--- src/rtl/amo_reservation_tracker.sv ---
// LR/SC reservation responder: holds one reservation block, answers SCs and
// stalls matching snoops for LR_WAIT cycles after each LR.
module amo_reservation_tracker #(
  parameter int unsigned LR_WAIT           = 32,
  parameter int unsigned RESERVATION_WORDS = 8
) (
  input  logic        clk,
  input  logic        rst,
  input  logic        lr_valid,
  input  logic [31:0] lr_addr,
  input  logic        sc_valid,
  input  logic [31:0] sc_addr,
  output logic        sc_done,
  output logic        sc_success,
  input  logic        snoop_valid,
  input  logic [31:0] snoop_addr,
  output logic        snoop_ready,
  input  logic        clear,
  output logic        reservation_valid,
  output logic        protected_window
);

  localparam int unsigned BLK_LSB = 2 + $clog2(RESERVATION_WORDS);
  localparam int unsigned BLK_W   = 32 - BLK_LSB;
  // A zero-length window still needs a legal one-bit counter.
  localparam int unsigned CNT_W   = (LR_WAIT == 0) ? 1 : $clog2(LR_WAIT + 1);
  localparam logic [CNT_W-1:0] CNT_LOAD = CNT_W'(LR_WAIT);
  localparam logic [CNT_W-1:0] CNT_ONE  = CNT_W'(1);

  typedef enum logic [1:0] {
    ST_IDLE      = 2'd0,
    ST_PROTECTED = 2'd1,
    ST_RESERVED  = 2'd2
  } state_e;

  state_e             state_q, state_d;
  logic [CNT_W-1:0]   cnt_q, cnt_d;
  logic [BLK_W-1:0]   blk_q, blk_d;
  logic               sc_done_q, sc_done_d;
  logic               sc_success_q, sc_success_d;

  logic snoop_match, sc_match, snoop_kill;

  assign snoop_match = (snoop_addr[31:BLK_LSB] == blk_q);
  assign sc_match    = (sc_addr[31:BLK_LSB] == blk_q);

  // Only the low address bits inside a block are ignored.
  logic unused_low_bits;
  assign unused_low_bits = ^{lr_addr[BLK_LSB-1:0], sc_addr[BLK_LSB-1:0],
                             snoop_addr[BLK_LSB-1:0]};

  assign snoop_ready       = !((state_q == ST_PROTECTED) && snoop_valid && snoop_match);
  assign reservation_valid = (state_q != ST_IDLE);
  assign protected_window  = (state_q == ST_PROTECTED);
  assign sc_done           = sc_done_q;
  assign sc_success        = sc_success_q;

  // Next-state: clear > LR > (accepted snoop kill | SC) > window countdown.
  always_comb begin
    state_d      = state_q;
    cnt_d        = cnt_q;
    blk_d        = blk_q;
    snoop_kill   = (state_q == ST_RESERVED) && snoop_valid && snoop_match;
    sc_done_d    = sc_valid;
    sc_success_d = sc_valid && !clear && !snoop_kill &&
                   (state_q != ST_IDLE) && sc_match;

    if (state_q == ST_PROTECTED) begin
      cnt_d = cnt_q - CNT_ONE;
      if (cnt_q == CNT_ONE) state_d = ST_RESERVED;
    end

    if (clear) begin
      state_d = ST_IDLE;
      cnt_d   = '0;
    end else if (lr_valid) begin
      blk_d = lr_addr[31:BLK_LSB];
      if (LR_WAIT > 0) begin
        state_d = ST_PROTECTED;
        cnt_d   = CNT_LOAD;
      end else begin
        state_d = ST_RESERVED;
        cnt_d   = '0;
      end
    end else if (snoop_kill || sc_valid) begin
      state_d = ST_IDLE;
      cnt_d   = '0;
    end
  end

  always_ff @(posedge clk or negedge rst) begin
    if (!rst) begin
      state_q      <= ST_IDLE;
      cnt_q        <= '0;
      blk_q        <= '0;
      sc_done_q    <= 1'b0;
      sc_success_q <= 1'b0;
    end else begin
      state_q      <= state_d;
      cnt_q        <= cnt_d;
      blk_q        <= blk_d;
      sc_done_q    <= sc_done_d;
      sc_success_q <= sc_success_d;
    end
  end

endmodule
--- config.mk ---
export PLATFORM = sky130hd
export DESIGN_NAME = amo_reservation_tracker
export DESIGN_NICKNAME = d
export VERILOG_FILES = /design/src/rtl/amo_reservation_tracker.sv
export SDC_FILE = /design/constraint.sdc
export NUM_CORES = 1
export LEC_CHECK = 0
export ABC_CLOCK_PERIOD_IN_PS = 2200
export BUFFER_PORTS_ARGS = -buffer_cell sky130_fd_sc_hd__buf_4
export CAP_MARGIN = 30
export CORE_MARGIN = 8
export CORE_UTILIZATION = 46
export DETAILED_ROUTE_END_ITERATION = 16
export PLACE_DENSITY_LB_ADDON = 0.12
export SLEW_MARGIN = 20
export SYNTH_ARGS = -nofsm -noshare
export SYNTH_HDL_FRONTEND = slang
export SYNTH_SLANG_ARGS = --single-unit
--- constraint.sdc ---
create_clock -name clk -period 2.2 [get_ports clk]
set_input_delay 0.33 -clock clk [delete_from_list [all_inputs] [get_ports clk]]
set_output_delay 0.33 -clock clk [all_outputs]
set_load 0.1 [all_outputs]
After elaboration in Yosys (flattened, before gate mapping)
Index checks and enable logic that the tools add are counted.

Register bits: 37. Input bits: 102. Output and inout bits: 5. Logic and storage cells: 38.

Add/subtract/negate cells: 1. Eq/ne operators: 5. Mux-type cells: 9. Bitwise operators: 1. Reductions and logical operators: 17.

Operators with widths (count): $eq A27 B27 Y1 (2); $mux W6 (4); $mux W2 (5); $logic_and A1 B1 Y1 (8); $reduce_bool A4 Y1 (2); $eq A6 B1 Y1 const B (1); $sub A6 B1 Y6 const B (1); $reduce_and A2 Y1 (2); $logic_not A1 Y1 (3); $eq A2 B1 Y1 const B (1); $eq A2 B2 Y1 const B (1); $reduce_bool A2 Y1 (1); $logic_or A1 B1 Y1 (1); $not A1 Y1 (1).

Longest topological paths before layout
Gate-level depths: netlist of run 1.

Word-level depth: 7. Depth in mapped cells: 5. Mapped depth without buffers: 5.

Least setup slack after synthesis of run 1
OpenSTA, ideal clock, no wires.

Path type: register to output. Start: register blk_q[0]. End: output snoop_ready. Arrival: 1884 ps. Setup slack: -14 ps. Stages on the path, launching flop included: 5. Path buffers: 0. Cell sequence: dfrtp_1 -> xnor2_1 -> nand4_1 -> or4_4 -> or4_4.

Longest elaborated chain between the ends: 3.

RTL lines: start: declaration (line 38) `logic [BLK_W-1:0] blk_q, blk_d;`; start signal: assignment (line 101) `blk_q <= blk_d;`; $eq A27 B27 Y1 (line 44) `assign snoop_match = (snoop_addr[31:BLK_LSB] == blk_q);`; $logic_and A1 B1 Y1 (line 52) `assign snoop_ready = !((state_q == ST_PROTECTED) && snoop_valid && snoop_match);`; $logic_not A1 Y1 (line 52); end: declaration (line 17) `output logic snoop_ready,`.

Every way passes these cells.

Worst setup path in the final report of run 1
Start: register blk_q[5]. End: output snoop_ready.

The elaborated chain is that of the path after synthesis.

==> impl_summary.md, run 1 <==
Status
The run finished, with violations left. The final reports fail on negative hold slack, negative setup slack.

Critical path
The minimum setup slack among reg-to-reg paths is about 0.16 ns. The worst setup path is of the flop to output port kind. On the worst path, the slowest cell contributes a delay of 0.54 ns. Of all nets on the critical path, the largest fanout is 2. The data required time of the worst path is 1.87 ns. The slowest stage of the critical path belongs to the cell or4_4. The number of buffers and inverters on the critical path is 1. The end of the worst register-to-register path is cnt_q[5]. The most numerous cell type found on the critical path is or4_4.

Counting cells, the worst reg-to-reg path comes to 7. Data on the critical path arrives at its endpoint at 2.16 ns. The kind of cell adding the most delay to the critical path is simple AND/OR/NAND/NOR gates. STA classifies the critical path endpoint as an output port. The startpoint of the worst-slack reg-to-reg timing path is blk_q[5]. STA classifies the critical path startpoint as a flop. The critical path goes through xnor2_1 -> nand4_1 -> or4_4 -> or4_4 -> buf_12.

CTS
Counting every sink on the clock net gives 37. The later pin in the worst-skew pair is clocked with a latency of between 0.2 and 0.3 ns. The number of buffers between clock root and the deepest sink is 2. The clock transition at the registers of the reported paths is 0.07 ns.

Buffers inserted to repair hold after CTS numbered 0. Clock tree synthesis selected as its root buffer the cell clkbuf_8. The number of H-tree levels is 2.

The number of clock buffers inserted by TritonCTS is 5. TritonCTS built the clock tree.

STA
The normalized max-slew margin is roughly two thirds. At the pin with the least slew margin, the transition time is 0.477 ns. For this run, the top clock speed supported by timing is 402 MHz. The hold violation count in the final report is 7. Across all setup checks in the final design, the least slack found is -0.286 ns. The worst clock skew is 0.00934 ns.

The final count of pins violating max slew is 0. Across all hold checks on the routed design, the worst slack comes to -0.0130 ns. Setup repair after global routing could not meet its margin everywhere. Adding up every negative setup slack in the final design gives -0.286 ns.

The worst path in the final design needs a cycle of roughly 2.5 ns, including I/O delays and setup. Setup violations remaining at the end of the flow were counted as 1. Of the available clock period, the critical path in the final layout requires 113%.

Synth
The distinct cell type count of the synthesized netlist is 25. The cell area that synthesis handed to floorplanning was 2100 sq um. The number of nets in the synthesized netlist is 285.

In the synthesized netlist, the number of instances is 181. The post-synthesis average cell area is ~12 sq um. Summing the sequential cell areas from Yosys gives between 40 and 50% of the chip area.

The number of synthesis warnings is 0. The flip-flop and latch count after synthesis is 37.

Place
The congestion estimate from routability-driven global placement came to 0.741. Detailed placement ended at an HPWL of ~4.5 mm. The total cell area at the placement stage is 2950 sq um. The count of buffers added on input and output ports is 91.

Cells and area
From synthesis to final layout, the design area changed by 48.9%. The net count reported at finish is 400. The register cell area after layout is 927 sq um. The fraction of layout cells with a size suffix above 1 is 51.2%. In the final layout, the multi-input gates occupy 1150 sq um. Leaving out fill and tap cells, the most frequent cells in the layout are 110 x buf_4, 36 x dfrtp_1, 29 x xnor2_1, 29 x xor2_1, 27 x mux2_2. Leaving out fill and tap cells, the most frequent cell in the layout is buf_4.

The antenna diode count is 0. The post-route core utilization is 71.3%. The final design area excluding fillers is 3120 sq um. Counting the fill cells in the layout gives 359.

Floorplan
Pin placement for this block handled 107 I/O pins. The floorplan step defined a core boundary enclosing between 4000 and 5000 sq um. The floorplan step defined a die boundary enclosing 6980 sq um. The die is 83.5 um tall. The initial utilization of the core area, before any placement, comes to 47.9%. The number of rows in the core area is 24.

The die is 83.5 um wide.

Min path
The class of the most critical hold timing path is primary input to async pin.

Flow run
The max-cap violation count is 0.

Pwr
In this run the static leakage power is 1.43 nW. The worst vdd rail ir drop is 0.499 mV. For this design the ratio of total power to cell area is 640 nW/um^2.

Route
The antenna violation net count after detailed routing is 0. The violation count after the first detailed-route iteration is 43. The detailed-route wire length per cell is approximately 16 um.

The final routed wirelength across all metal layers is 5.63 mm. After detailed routing, the number of vias per cell comes to slightly above 5. The first detailed-routing pass ran for 4 iterations. The DRC violations left is 0. Across all layers, the routed design uses 1760 vias.

Global route
The total overflow left after global routing is 0. The first global-routing pass estimated 9.10 mm of wire. The via count of the first global-routing pass is 1921. The initial antenna violation count is 0. The total track usage is between 10% and 20%.

Entering global routing, the biggest net connects 38 pins.
==> repair_timing <==
item,4_1_cts,5_1_grt
buffers inserted,0,5
setup endpoints to repair,1,1
endpoints found under the hold margin,0,0
gates resized for setup,4,1
pin swaps,3,4
==> how the worst max path moves through the flow <==
stage                   startpoint  cells past startpoint           to
global route             blk_q[23]                      5  snoop_ready
detailed placement  snoop_addr[11]                      6  snoop_ready
finish                    blk_q[5]                      5  snoop_ready
floorplan                 blk_q[0]                      4  snoop_ready
global placement    snoop_addr[11]                      6  snoop_ready
CTS                       blk_q[6]                      5  snoop_ready
==> metal layers <==
metal	global-route usage, %	part of all wire (%)	up-vias
met5	0	0	-
met4	5.18	1.0	0
met3	6.45	7.3	8
met2	28.6	54	44
met1	16.3	37	850
li1	-	-	858
==> stage by stage <==
step | power [mW] | hold WS, ns | instances | setup WS, ns
after detailed placement | 1.38 | 0.324 | 336 | -0.160
after floorplan | 1.13 | 0.0344 | 181 | 0.0858
after global placement | 1.37 | 0.331 | 336 | -0.167
after CTS | 2.00 | 0.00857 | 344 | -0.328
after global routing | 2.10 | 0.0248 | 349 | -0.361
final | 2.00 | -0.0130 | 349 | -0.286
==> flip-flops by register name (all words and copies together), names as in the netlist <==
| name | cells |
|---|---|
| blk_q | 27 |
| cnt_q | 6 |
| sc_success | 1 |
| state_q | 2 |
| sc_done | 1 |
==> report_power, final <==
group | internal, mW | leakage (nW) | switching, mW | total, mW
combinational | 0.342 | 0.919 | 0.220 | 0.561
sequential | 0.760 | 0.450 | 0.0719 | 0.832
clock | 0.370 | 0.0585 | 0.236 | 0.606
total | 1.47 | 1.43 | 0.527 | 2.00
==> kinds of logic (layout without fill, tap and decap cells) <==
group | after synthesis | in the layout | share of synthesized area (%)
AND/OR/NAND/NOR | 42 | 42 | 11.6
adder cells (fa/ha/maj) | 2 | 2 | 1.19
multiplexers | 27 | 27 | 14.5
XOR/XNOR | 59 | 59 | 24.6
AO/OA/AOI/OAI | 5 | 5 | 2.33
buffers and inverters | 9 | 125 | 1.67
flip-flops | 37 | 37 | 44.1
==> cell type report <==
cell class,count,share of cell area [%]
Multi-Input combinational cell,135,36.7
Clock buffer,7,2.76
Timing Repair Buffer,111,27.1
Sequential cell,37,29.7
Tap cell,52,2.08
Inverter,6,0.721
Clock inverter,1,0.961
==> synthesized netlist by cell type <==
| cell | instances | area share (%) |
|---|---|---|
| nand3_1 | 2 | 0.48 |
| nor2_1 | 7 | 1.3 |
| a31oi_1 | 1 | 0.30 |
| nor4_1 | 10 | 3.0 |
| o41ai_1 | 1 | 0.42 |
| xor2_1 | 29 | 12 |
| buf_2 | 1 | 0.24 |
| or4_1 | 1 | 0.36 |
| a211oi_1 | 1 | 0.36 |
| or2_2 | 1 | 0.30 |
| nor2b_1 | 1 | 0.30 |
| ha_1 | 2 | 1.2 |
| a21oi_1 | 1 | 0.24 |
| inv_1 | 6 | 1.1 |
| nand4b_1 | 1 | 0.42 |
| mux2_2 | 27 | 14 |
| xnor2_1 | 30 | 13 |
| dfrtp_1 | 37 | 44 |
| nand4_1 | 8 | 2.4 |
| or4_4 | 2 | 1.1 |
| buf_1 | 2 | 0.36 |
| nand2_1 | 4 | 0.72 |
| nor3_1 | 3 | 0.72 |
| nand2b_1 | 2 | 0.60 |
| o31ai_4 | 1 | 1.0 |
Power figures use the tool's default switching activity.
==> run 2, diff against run 1 <==
BUFFER_PORTS_ARGS = -buffer_cell sky130_fd_sc_hd__buf_2   (was -buffer_cell sky130_fd_sc_hd__buf_4)
MAX_ROUTING_LAYER = met4   (was not set)
==> run 2 against run 1 <==
Highest routed layer unchanged. Critical path depth did not move. Clock power fell by 26%. The flow finishes with violations (negative setup slack). Non-clock buffer count rose by 5. Largest cell class unchanged.
==> impl_summary.md, run 2 (synthesized netlist as in run 1, its figures left out) <==
STA
The clock period minus worst slack is 2.47 ns. Headroom to the max-slew limit came out at roughly 44%. Setup repair after global routing could not meet its margin everywhere.

Hold timing on the final database bottoms out at a slack of 0.147 ns. The final worst slack is -0.269 ns. The final count of pins violating max slew is 0. The transition time at the pin with the least slew margin is 0.838 ns. For this run, the top clock speed supported by timing is 405 MHz. Setup violations remaining at the end of the flow were counted as 1.

The worst clock skew is slightly above 0.006 ns. The final sum of negative setup slack is -0.269 ns. The worst path uses 112% of the clock period. The hold violation count in the final report came to 0.

CTS
Clock-pin slew was measured on the worst setup and hold paths at about 0.070 ns. The clock tree synthesis step divided the H-tree into 2 levels. TritonCTS built the clock tree. Clock tree synthesis found a total of 37 sinks. The number of buffers between clock root and the deepest sink is 2. Counting the buffers created by CTS gives 5. The cell at the root of the clock tree is clkbuf_8. The source-to-sink clock delay at the later pin of the worst-skew pair is 0.28 ns.

Pwr
The switching share of power is 28.4%. The design draws 1.81 mW. The power density of the placed cells is 624 nW/um^2. The static power due to leakage is 1.36 nW.

The worst-case IR drop observed on VDD is 0.454 mV. The net switching power figure is 514 uW. The share of power burned in the clock network is 24.8%. The internal portion of the total power is 1.30 mW.

The sequential group share of total power is 45.4%. The power share of the combinational group is 29.7%.

Cells and area
The layout has ~380 filler cells. Cells fill 66.3% of the core in the end. After routing the design area is 2910 sq um.

The register with the highest flop count is blk_q. The largest registers in the layout are blk_q x27, cnt_q x6, state_q x2. The finished layout holds 354 standard cells, fillers aside. The final layout contains about 410 nets. Cells with a size suffix above 1 make up 51.3% of the layout. Summing all flip-flop and latch instances after layout gives between 900 and 1000 sq um. The number of antenna diodes in the final layout is 0. The area occupied by multi-input gates is 1150 sq um. The number of flip-flops under the largest register name is 27. The library cell used most frequently in the layout, excluding fill and tap cells, is buf_2.

From synthesis to final layout, the design area changed by 38.5%. In the layout the commonest cells are 90 x buf_2, 37 x dfrtp_1, 29 x xnor2_1, 29 x xor2_1, 27 x mux2_2.

Floorplan
The number of rows in the core area is 24. The total die area is 6980 sq um. The initial utilization of the core area, before any placement, comes to 47.9%. The die extent in y is 83.5 um.

For this design the top-level I/O count stands at 107. From left edge to right edge, the die measures 83.5 um. The core region is 4380 sq um.

Place
The minimum setup slack after placement is -0.217 ns. The count of buffers from port buffering is 91. Once placement completed, the tool counted placed cells totaling 345.

The HPWL after detailed placement is about 4.4 mm. The placer congestion estimate is around 0.80. After detailed placement, the total cell area comes to between 2000 and 3000 sq um.

Critical path
The worst reg2reg path depth is 7. The worst setup path is launched from a flop. The nature of the critical path endpoint is an output port. The kind of critical path is flop to output port. Data on the critical path arrives at its endpoint at roughly 2.1 ns.

The data required time of the worst path is approximately 1.9 ns. Of all nets on the critical path, the largest fanout is 2.

Min path
The tightest min-delay check is of the primary input to async pin type.

Global route
Global routing finished with a remaining overflow of 0. The global routing usage on met3 is 4.20%. The layer carrying the most global-route usage is met2. The first global-routing pass estimated ~8.6 mm of wire. The via count of the first global-routing pass is 1940. For this run, global-route usage on met2 was measured as 26.2%. The total track usage is 15.3%. The maximum number of pins on one net before global-route repair is 38. The initial antenna violation count is 0.

The met1 track demand over resource is 17.1%.

Status
The run finished, with violations left. The final reports fail on negative setup slack.

Route
The final route contains approximately 1700 vias. The detailed-route wire length per cell is 14.9 um. For this block, the routed nets add up to about 5.3 mm of wire. The via density per instance is 4.89. The DRC violations left is 0. The total iterations of the first detailed-routing run is 4.

The detail route stage leaves a number of antenna-violating nets equal to 0. The first routing iteration left 32 violations.

Flow run
The tool flagged a number of max-cap violations equal to 0.
-- run 2: cell types whose count changed in the layout (fill, tap and decap cells not counted) --
cell / delta
clkbuf_1: +2
bufinv_16: -1
clkbuf_8: -1
buf_2: +90
nor4_2: +1
buf_4: -85
nor4_1: -1
dfrtp_2: -1
dfrtp_1: +1
-- run 2: worst paths after layout --
check                      slack (ns)      from           to
setup reg to reg                 0.15  blk_q[6]     cnt_q[5]
max in group asynchronous        1.52       rst    blk_q[18]
hold reg to reg                  0.55  cnt_q[3]     cnt_q[3]
min in group clk                 0.22  sc_valid      sc_done
setup / recovery                -0.27  blk_q[6]  snoop_ready
hold / removal                   0.15       rst   state_q[0]
-- run 2: what timing repair did --
item | in CTS | in global routing
hold buffers | 0 | 0
setup endpoints to repair | 1 | 1
resized for setup | 6 | 0
pin swaps | 3 | 5
buffers inserted | 0 | 1
-- run 2: area by class of cell --
class	instances	share of cell area [%]
multi-input cells	135	39.7
flip-flops and latches	37	31.9
repair buffers	116	22.7
clock buffers	8	2.76
well taps	52	2.24
inverters	6	0.775
-- run 2: critical path, stage by stage (launching register included) --
cell and delay, ns:
dfrtp_1 0.41, xnor2_2 0.18, nand4_1 0.12, or4_4 0.51, or4_4 0.45, buf_12 0.18
-- run 2: power groups by stage --
| stage | clock, mW | combinational (mW) | sequential [mW] |
|---|---|---|---|
| floorplan | 0 | 0.281 | 0.849 |
| global placement | 0 | 0.527 | 0.835 |
| detailed placement | 0 | 0.533 | 0.837 |
| CTS | 0.460 | 0.542 | 0.825 |
| global route | 0.490 | 0.593 | 0.836 |
| finish | 0.450 | 0.539 | 0.824 |
-- run 2: per-layer routing --
layer / part of all wire, % / vias to the layer above / routed length, um
li1: - / 868 / -
met1: 42 / 807 / 2210
met2: 52 / 50 / 2720
met3: 5.4 / 7 / 287
met4: 1.1 / 0 / 57
met5: 0 / - / 0
